### config.mk
export PLATFORM = sky130hd
export DESIGN_NAME = axi_mem_bist
export DESIGN_NICKNAME = d
export VERILOG_FILES = /design/src/rtl/axi_mem_bist.sv
export SDC_FILE = /design/constraint.sdc
export NUM_CORES = 1
export LEC_CHECK = 0
export BUFFER_PORTS_ARGS = -buffer_cell sky130_fd_sc_hd__buf_2
export CORE_ASPECT_RATIO = 0.7
export CORE_UTILIZATION = 35
export CTS_CLUSTER_DIAMETER = 40
export CTS_CLUSTER_SIZE = 40
export DETAILED_ROUTE_END_ITERATION = 16
export PLACE_DENSITY = 0.61
export SYNTH_ARGS = -nofsm -noshare
export SYNTH_HDL_FRONTEND = slang
export SYNTH_SLANG_ARGS = --single-unit
### constraint.sdc
create_clock -name clk -period 2.6 [get_ports clk]
set_clock_uncertainty 0.15 [all_clocks]
set_input_delay 0.39 -clock clk [delete_from_list [all_inputs] [get_ports clk]]
set_output_delay 0.39 -clock clk [all_outputs]
set_load 0.005 [all_outputs]
### src/rtl/axi_mem_bist.sv
// axi_mem_bist: AXI4 manager that fills a DDR region with an address-derived pattern, reads it back and reports errors.
// Optional feature macro: MEM_BIST_STOP_ON_ERR_EN (end the test after the read burst holding the first error).
module axi_mem_bist #(
  parameter int unsigned ID_WIDTH     = 1,
  parameter logic [26:0] BASE_ADDR    = 27'h0,
  parameter int unsigned REGION_WORDS = 1024,
  parameter int unsigned BURST_LEN    = 8,
  parameter logic [31:0] SEED         = 32'hA5A5_5A5A
) (
  input  logic                clk,
  input  logic                rst_n,
  input  logic                i_start,
  output logic                o_busy,
  output logic                o_done,
  output logic                o_error,
  output logic [15:0]         o_err_cnt,
  output logic [26:0]         o_err_addr,
  output logic [ID_WIDTH-1:0] o_awid,
  output logic [26:0]         o_awaddr,
  output logic [7:0]          o_awlen,
  output logic [3:0]          o_awsize,
  output logic [1:0]          o_awburst,
  output logic                o_awvalid,
  input  logic                i_awready,
  output logic [63:0]         o_wdata,
  output logic [7:0]          o_wstrb,
  output logic                o_wlast,
  output logic                o_wvalid,
  input  logic                i_wready,
  input  logic [ID_WIDTH-1:0] i_bid,
  input  logic [1:0]          i_bresp,
  input  logic                i_bvalid,
  output logic                o_bready,
  output logic [ID_WIDTH-1:0] o_arid,
  output logic [26:0]         o_araddr,
  output logic [7:0]          o_arlen,
  output logic [3:0]          o_arsize,
  output logic [1:0]          o_arburst,
  output logic                o_arvalid,
  input  logic                i_arready,
  input  logic [ID_WIDTH-1:0] i_rid,
  input  logic [63:0]         i_rdata,
  input  logic [1:0]          i_rresp,
  input  logic                i_rlast,
  input  logic                i_rvalid,
  output logic                o_rready
);

  localparam int unsigned NUM_BURSTS  = REGION_WORDS / BURST_LEN;
  localparam logic [26:0] BURST_BYTES = 27'(BURST_LEN * 8);
  localparam logic [7:0]  LEN         = 8'(BURST_LEN - 1);
  localparam logic [31:0] LAST_BURST  = 32'(NUM_BURSTS - 1);

  typedef enum logic [2:0] {IDLE, WR_AW, WR_W, WR_B, RD_AR, RD_R, DONE} state_t;

  state_t      state, state_nxt;
  logic [26:0] burst_addr, beat_addr;
  logic [7:0]  beat_cnt;
  logic [31:0] burst_cnt;
  logic [15:0] err_cnt;
  logic [26:0] err_addr;
  logic        err_addr_vld;

  logic [31:0] pat_a;
  logic [63:0] pattern;
  logic        start_acc, aw_hs, w_hs, b_hs, ar_hs, r_hs;
  logic        last_burst, rd_mismatch, err_inc, stop_now;
  logic        unused_ids;

  assign unused_ids = ^{i_bid, i_rid};

  assign pat_a   = {5'b0, beat_addr};
  assign pattern = {SEED ^ pat_a, ~pat_a};

  assign start_acc  = ((state == IDLE) || (state == DONE)) && i_start;
  assign aw_hs      = (state == WR_AW) && i_awready;
  assign w_hs       = (state == WR_W) && i_wready;
  assign b_hs       = (state == WR_B) && i_bvalid;
  assign ar_hs      = (state == RD_AR) && i_arready;
  assign r_hs       = (state == RD_R) && i_rvalid;
  assign last_burst = (burst_cnt == LAST_BURST);

  // A beat with both a data mismatch and a bad rresp counts once.
  assign rd_mismatch = (i_rdata != pattern);
  assign err_inc     = (b_hs && (i_bresp != 2'b00)) ||
                       (r_hs && (rd_mismatch || (i_rresp != 2'b00)));

`ifdef MEM_BIST_STOP_ON_ERR_EN
  assign stop_now = (err_cnt != '0) || err_inc;
`else
  assign stop_now = 1'b0;
`endif

  assign o_awid    = '0;
  assign o_arid    = '0;
  assign o_awaddr  = burst_addr;
  assign o_araddr  = burst_addr;
  assign o_awlen   = LEN;
  assign o_arlen   = LEN;
  assign o_awsize  = 4'd3;
  assign o_arsize  = 4'd3;
  assign o_awburst = 2'b01;
  assign o_arburst = 2'b01;
  assign o_wstrb   = '1;
  assign o_wdata   = pattern;
  assign o_wlast   = (beat_cnt == LEN);

  assign o_busy     = (state != IDLE) && (state != DONE);
  assign o_done     = (state == DONE);
  assign o_err_cnt  = err_cnt;
  assign o_error    = (err_cnt != '0);
  assign o_err_addr = err_addr;

  always_ff @(posedge clk or negedge rst_n) begin
    if (!rst_n) begin
      state <= IDLE;
    end else begin
      state <= state_nxt;
    end
  end

  always_comb begin
    state_nxt = state;
    o_awvalid = 1'b0;
    o_wvalid  = 1'b0;
    o_bready  = 1'b0;
    o_arvalid = 1'b0;
    o_rready  = 1'b0;
    case (state)
      IDLE, DONE: if (i_start) state_nxt = WR_AW;
      WR_AW: begin
        o_awvalid = 1'b1;
        if (i_awready) state_nxt = WR_W;
      end
      WR_W: begin
        o_wvalid = 1'b1;
        if (i_wready && o_wlast) state_nxt = WR_B;
      end
      WR_B: begin
        o_bready = 1'b1;
        if (i_bvalid) state_nxt = last_burst ? RD_AR : WR_AW;
      end
      RD_AR: begin
        o_arvalid = 1'b1;
        if (i_arready) state_nxt = RD_R;
      end
      RD_R: begin
        o_rready = 1'b1;
        if (i_rvalid && i_rlast) state_nxt = (last_burst || stop_now) ? DONE : RD_AR;
      end
      default: state_nxt = IDLE;
    endcase
  end

  always_ff @(posedge clk or negedge rst_n) begin
    if (!rst_n) begin
      burst_addr   <= BASE_ADDR;
      beat_addr    <= BASE_ADDR;
      beat_cnt     <= '0;
      burst_cnt    <= '0;
      err_cnt      <= '0;
      err_addr     <= '0;
      err_addr_vld <= 1'b0;
    end else begin
      if (start_acc) begin
        burst_addr   <= BASE_ADDR;
        burst_cnt    <= '0;
        err_cnt      <= '0;
        err_addr     <= '0;
        err_addr_vld <= 1'b0;
      end
      if (aw_hs || ar_hs) begin
        beat_addr <= burst_addr;
        beat_cnt  <= '0;
      end
      if (w_hs || r_hs) begin
        beat_addr <= beat_addr + 27'd8;
        beat_cnt  <= beat_cnt + 8'd1;
      end
      // The same counters step the write pass and then the read pass over the region.
      if (b_hs || (r_hs && i_rlast)) begin
        if (last_burst) begin
          burst_cnt  <= '0;
          burst_addr <= BASE_ADDR;
        end else begin
          burst_cnt  <= burst_cnt + 32'd1;
          burst_addr <= burst_addr + BURST_BYTES;
        end
      end
      if (err_inc && (err_cnt != '1)) err_cnt <= err_cnt + 16'd1;
      if (r_hs && rd_mismatch && !err_addr_vld) begin
        err_addr     <= beat_addr;
        err_addr_vld <= 1'b1;
      end
    end
  end

endmodule
# Word level (Yosys, flattened, before mapping)
# Index checks and enable logic that the tools add are counted.
[classes]
addsub = 5
n_reduce_logical = 33
n_eq_ne = 17
n_bitwise = 2
muxes = 29
[op_table]
columns = ["cell", "count"]
rows = [
  ["27-bit 2-to-1 mux", 6],
  ["32-bit 2-to-1 mux", 3],
  ["64-bit inequality test", 1],
  ["32-bit by 1-bit adder with 32-bit output, second input constant", 1],
  ["32-bit by 7-bit == test with 1-bit output, second input constant", 1],
  ["16-bit 2-to-1 mux", 2],
  ["27-bit NOT with 32-bit output", 1],
  ["27-bit by 4-bit adder with 27-bit output, second input constant", 1],
  ["27-bit by 7-bit adder with 27-bit output, second input constant", 1],
  ["3-bit 2-to-1 mux", 7],
  ["3-bit one-hot mux with 6 select lines", 1],
  ["16-bit by 1-bit adder with 16-bit output, second input constant", 1],
  ["8-bit 2-to-1 mux", 2],
  ["16-bit inequality test, second input constant", 1],
  ["14-bit NOT with 16-bit output", 1],
  ["16-bit nonzero test", 1],
  ["1-bit logical AND", 15],
  ["2-bit nonzero test", 6],
  ["3-bit == test, second input constant", 3],
  ["8-bit by 1-bit adder with 8-bit output, second input constant", 1],
  ["8-bit by 3-bit == test with 1-bit output, second input constant", 1],
  ["2-bit inequality test, second input constant", 4],
  ["1-bit 2-to-1 mux", 7],
  ["3-bit by 2-bit == test with 1-bit output, second input constant", 2],
  ["other kinds (10)", 16],
]
[word_totals]
in_bits = 79
output_inout_bits = 208
elab_cells = 94
regBits = 141

# Logic depth before layout (Yosys ltp)
[depth]
depth_word = 7
mapped_depth = 10
ltp_nobuf = 8

# Worst setup path after synthesis
# No wires, ideal clock.
[synth_timing]
kind = "in2reg"
start = "input port i_rdata[32]"
end = "register err_cnt[7] (netlist: o_err_cnt[7])"
arrival_ns = 2.091
setup_slack_ns = 0.233
path_buffers = 1
stages = 8
required_ns = 2.324
setup_ns = 0.126
cell_sequence = "or4b_4 > a211oi_2 > nand4_1 > nor4_2 > a21oi_1 > and2_4 > buf_6 > a221o_1"
[synth_via]
elab_chain_cells = 6
elab_cells_between_ends = 7
classes_between = "1 x eq/ne; 1 x mux; 5 x reduce/logical"
[synth_lines]
columns = ["item", "line", "source"]
rows = [
  ["from (decl)", "42", "input logic [63:0] i_rdata,"],
  ["64-bit inequality test *", "84", "assign rd_mismatch = (i_rdata != pattern);"],
  ["1-bit logical OR *", "86", "(r_hs && (rd_mismatch || (i_rresp != 2'b00)));"],
  ["1-bit logical AND *", "86", ""],
  ["1-bit logical OR *", "85", "assign err_inc = (b_hs && (i_bresp != 2'b00)) ||"],
  ["1-bit logical AND *", "190", "if (err_inc && (err_cnt != '1)) err_cnt <= err_cnt + 16'd1;"],
  ["16-bit 2-to-1 mux / 2-bit nonzero test (equally long branches)", "-", ""],
  ["to (signal assigned)", "190", ""],
  ["to (decl)", "60", "logic [15:0] err_cnt;"],
]
# Every way passes the cells marked *; elsewhere a longest branch is shown, timed or not.
# A chain may end at the register's enable or synchronous reset.

# Final worst setup path
[layout_timing]
start = "register beat_addr[12]"
end = "register err_cnt[9] (netlist: o_err_cnt[9])"
[layout_via]
elab_chain_cells = 7
elab_cells_between_ends = 9
classes_between = "1 x eq/ne; 1 x mux; 2 x bitwise; 5 x reduce/logical"
[layout_lines]
columns = ["item", "line", "source"]
rows = [
  ["from (decl)", "57", "logic [26:0] burst_addr, beat_addr;"],
  ["from (signal assigned)", "173", "beat_addr <= burst_addr;"],
  ["from (signal assigned)", "177", "beat_addr <= beat_addr + 27'd8;"],
  ["27-bit NOT with 32-bit output / 14-bit NOT with 16-bit output (equally long branches)", "-", ""],
  ["64-bit inequality test *", "84", ""],
  ["1-bit logical OR *", "86", ""],
  ["1-bit logical AND *", "86", ""],
  ["1-bit logical OR *", "85", ""],
  ["1-bit logical AND *", "190", ""],
  ["16-bit 2-to-1 mux / 2-bit nonzero test (equally long branches)", "-", ""],
]
# Marks and branches as above.

==> flow_results.xml <==
<?xml version="1.0" encoding="UTF-8"?>
<metrics>
  <group name="run">
    <metric name="timing.max_cap.violations" unit="">0</metric>
  </group>
  <group name="yosys">
    <metric name="synth_top_family_by_area" unit="">simple AND/OR/NAND/NOR gates</metric>
    <metric name="ys_types" unit="">79</metric>
    <metric name="post_synth_xor_area_fraction" unit="%">4.43</metric>
    <metric name="synth_enable_flop_cells" unit="">0</metric>
    <metric name="yosys_warnings" unit="">0</metric>
    <metric name="post-synth-top-area-fraction" unit="%">38.3</metric>
    <metric name="ys_async_sr_fraction" unit="%">100</metric>
    <metric name="area_fraction_in_compound_gates_after_synthesis" unit="%">18.4</metric>
    <metric name="synthCells" unit="">997</metric>
    <metric name="post_synth_fa_ha_maj_area_fraction" unit="%">1.03</metric>
    <metric name="synth_simple_gate_area_share" unit="%">22.4</metric>
    <metric name="synth_area" unit="µm²">8500</metric>
    <metric name="ys_seq_area_share" unit="%">38.3</metric>
    <metric name="post-synth-top-area-cell" unit="">sky130_fd_sc_hd__dfrtp_1</metric>
    <metric name="syn_avg_cell_area" unit="µm²">8.52</metric>
    <metric name="mux_share_of_post_synthesis_cell_area" unit="%">0.545</metric>
    <metric name="ys_top_cells_by_area" unit="">sky130_fd_sc_hd__dfrtp_1 38%, sky130_fd_sc_hd__buf_4 10%, sky130_fd_sc_hd__o21ai_0 5.1%</metric>
    <metric name="synth.ff_latch_count" unit="">130</metric>
    <metric name="synth-main-ff-cell" unit="">sky130_fd_sc_hd__dfrtp_1</metric>
  </group>
  <group name="grt">
    <metric name="grt_overflow_total" unit="">0</metric>
    <metric name="grt_pass1_vias" unit="">7132</metric>
    <metric name="grt_first_pass_wirelength" unit="mm">40.9</metric>
    <metric name="grt_start_max_net_pins" unit="">53</metric>
    <metric name="globalRouteTotalUtil" unit="%">21.3</metric>
    <metric name="grt_antenna_before_repair" unit="">1</metric>
  </group>
  <group name="power_and_ir_drop">
    <metric name="combinationalPowerShare" unit="%">40.0</metric>
    <metric name="cellPowerDensity" unit="nW/µm²">821</metric>
    <metric name="cellLeakagePower" unit="nW">5.20</metric>
    <metric name="switching_share" unit="%">38.6</metric>
    <metric name="pwr-share-seq" unit="%">30.1</metric>
    <metric name="p_sw" unit="W">0.00337</metric>
    <metric name="irDropWorstVdd" unit="mV">0.551</metric>
    <metric name="internal-power" unit="W">0.00536</metric>
    <metric name="p_clk_share" unit="%">30.0</metric>
  </group>
  <group name="routing">
    <metric name="wl_per_cell" unit="µm">17.4</metric>
    <metric name="number_of_vias_per_cell_after_detailed_routing" unit="">5.22</metric>
    <metric name="detailedRoute.firstIterationViolations" unit="">622</metric>
    <metric name="detailroute.via_count" unit="">8085</metric>
    <metric name="ant_nets" unit="">0</metric>
    <metric name="detail_route.first_pass.iterations" unit="">5</metric>
    <metric name="detail_route.wirelength" unit="mm">26.9</metric>
    <metric name="drcViolationCount" unit="">0</metric>
  </group>
  <group name="critical_path">
    <metric name="crit_path_max_incr_delay" unit="ns">0.43</metric>
    <metric name="cp_data_arrival_time" unit="ns">2.72</metric>
    <metric name="cp_data_required_time" unit="ns">2.77</metric>
    <metric name="start_kind" unit="">flop</metric>
    <metric name="cp-startpoint" unit="">beat_addr[12]</metric>
    <metric name="worst_path_max_delay_cell" unit="">sky130_fd_sc_hd__dfrtp_2</metric>
    <metric name="setup.worst_path.class" unit="">flop to flop</metric>
    <metric name="reg2reg_setup_slack" unit="ns">0.05</metric>
    <metric name="crit_fanout" unit="">5</metric>
    <metric name="timing.critical_path.to_type" unit="">flop</metric>
    <metric name="path_cells" unit="">or3b_4 -&gt; a211oi_4 -&gt; nand4_1 -&gt; nor4_4 -&gt; a21o_2 -&gt; buf_6 -&gt; nor2_1 -&gt; a221o_1</metric>
    <metric name="crit-reg2reg-launch" unit="">beat_addr[12]</metric>
  </group>
  <group name="placement">
    <metric name="place_area" unit="µm²">9850</metric>
    <metric name="dp.final_hpwl" unit="mm">19.9</metric>
    <metric name="place_congestion" unit="">0.852</metric>
    <metric name="port-buffer-count" unit="">218</metric>
  </group>
  <group name="timing">
    <metric name="tightestPinTransition" unit="ns">0.566</metric>
    <metric name="setup_viol" unit="">0</metric>
    <metric name="timing.setup.tns" unit="ns">0</metric>
    <metric name="rsz_0062_raised_after_global_routing" unit="">yes</metric>
    <metric name="max_freq" unit="GHz">0.393</metric>
    <metric name="min_period" unit="ns">2.55</metric>
    <metric name="final.period_utilization" unit="%">98.0</metric>
    <metric name="slew_viol_final" unit="">0</metric>
    <metric name="hold_viol" unit="">0</metric>
    <metric name="maxSlewHeadroom" unit="%">61.9</metric>
  </group>
  <group name="clock_tree">
    <metric name="clock_latency" unit="ns">0.44</metric>
    <metric name="clk_pin_slew_worst_paths" unit="ns">0.07</metric>
    <metric name="clock_sinks" unit="">130</metric>
    <metric name="numCtsBuffers" unit="">17</metric>
    <metric name="cts_tree" unit="">yes</metric>
    <metric name="htree_num_levels" unit="">4</metric>
    <metric name="cts-root-buf" unit="">sky130_fd_sc_hd__clkbuf_16</metric>
    <metric name="max-clock-path-buffers" unit="">2</metric>
  </group>
  <group name="min_path">
    <metric name="min-delay-start" unit="">i_awready</metric>
    <metric name="min-delay-path-class" unit="">primary input to flop</metric>
  </group>
  <group name="floorplan">
    <metric name="die_area" unit="µm²">24900</metric>
    <metric name="fp.coreArea" unit="µm²">23800</metric>
    <metric name="dieWidth" unit="µm">188</metric>
    <metric name="die-height" unit="µm">132</metric>
    <metric name="io_pins" unit="">287</metric>
    <metric name="initial_utilization" unit="%">35.8</metric>
    <metric name="row_count" unit="">47</metric>
  </group>
  <group name="final_layout">
    <metric name="fin_nets" unit="">1305</metric>
    <metric name="n_antenna_cell" unit="">0</metric>
    <metric name="most-common-layout-cells" unit="">217 x sky130_fd_sc_hd__buf_2, 127 x sky130_fd_sc_hd__dfrtp_1, 100 x sky130_fd_sc_hd__nand2_1</metric>
    <metric name="layout-area-overhead-vs-synth" unit="%">25.2</metric>
    <metric name="stdcell_area" unit="µm²">10600</metric>
    <metric name="mostFrequentLayoutCell" unit="">sky130_fd_sc_hd__buf_2</metric>
    <metric name="post_route_cells_drive_above_1_share" unit="%">32.8</metric>
  </group>
  <group name="outcome">
    <metric name="status" unit="">finished clean</metric>
  </group>
</metrics>
-- power by group through the flow --
stage	registers (W)	logic (W)	clock network, W
after global placement	0.00264	0.00331	0
final	0.00262	0.00349	0.00262
after CTS	0.00261	0.00338	0.00265
after floorplan	0.00252	0.00207	0
after detailed placement	0.00265	0.00333	0
after global routing	0.00265	0.00380	0.00272
-- flip-flops by register name, summed over array words and instances, names as in the netlist --
name	flops
err_addr_vld	1
state	3
o_err_addr	25
o_araddr	21
beat_cnt	8
burst_cnt	32
beat_addr	24
o_err_cnt	16
-- through the flow --
| step | hold WS [ns] | instances | setup WS [ns] | utilization, % | total power [W] |
|---|---|---|---|---|---|
| 6_report | 0.135 | 1550 | 0.0524 | 44.8 | 0.00873 |
| 5_1_grt | 0.170 | 1550 | -0.0919 | 44.8 | 0.00917 |
| 3_3_place_gp | 0.180 | 1512 | -0.118 | 41.5 | 0.00594 |
| 4_1_cts | 0.124 | 1545 | 0.00373 | 44.3 | 0.00864 |
| 2_1_floorplan | -0.0556 | 1061 | 0.233 | - | 0.00459 |
| 3_5_place_dp | 0.182 | 1512 | -0.193 | 41.5 | 0.00598 |
-- final cells by class --
cell class / count / area (µm²)
well taps: 318 / 398
multi-input cells: 726 / 4320
fillers: 2360 / 13100
repair buffers: 306 / 1900
clock inverters: 15 / 195
inverters: 38 / 143
flip-flops and latches: 130 / 3260
clock buffers: 17 / 425
-- final timing paths --
check | end | depth (start not counted)
worst max register to register | o_err_cnt[9] | 8
worst min register to register | err_addr_vld | 2
worst max-delay path | o_err_cnt[9] | 8
min in group asynchronous | burst_cnt[29] | 2
max in group asynchronous | o_err_addr[18] | 3
worst min-delay path | state[1] | 3
-- metal layers --
metal | track usage (%) | share of wire (%)
met2 | 29.2 | 42
met5 | 0 | 0
met1 | 33.0 | 50
met4 | 4.43 | 0.72
met3 | 5.19 | 6.9
-- critical path: cells and delay by family, from the launching register on --
family | cells | cell delay, ns
AOI/OAI and AO/OA | 3 | 0.73
buffers and inverters | 1 | 0.14
DFF | 1 | 0.43
and+or+nand+nor | 4 | 0.99
-- cell families after synthesis --
family,after synthesis
xor+xnor,43
other cells,2
buf+inv,205
compound gates,237
mux,4
flops,130
fa+ha+maj,7
simple gates,369
-- repair_timing --
action / CTS / global route
gates cloned: 0 / 1
setup buffers: 0 / 4
resized for setup: 7 / 17
endpoints found under the setup margin: 16 / 32
hold endpoints to repair: 35 / 0
pin swaps: 2 / 4
hold buffers: 1 / 0
-- Yosys cell counts (all sizes together), types with 16 or more instances --
master	count
buf	140
dfrtp	130
nand2	100
o21ai	87
nor2	73
inv	38
nand3	38
nand4	34
xnor2	32
a21oi	30
nor4	28
clkbuf	27
a31o	24
nor3	22
and3	17
a31oi	16
No activity file was read; power rests on OpenSTA's default activity.
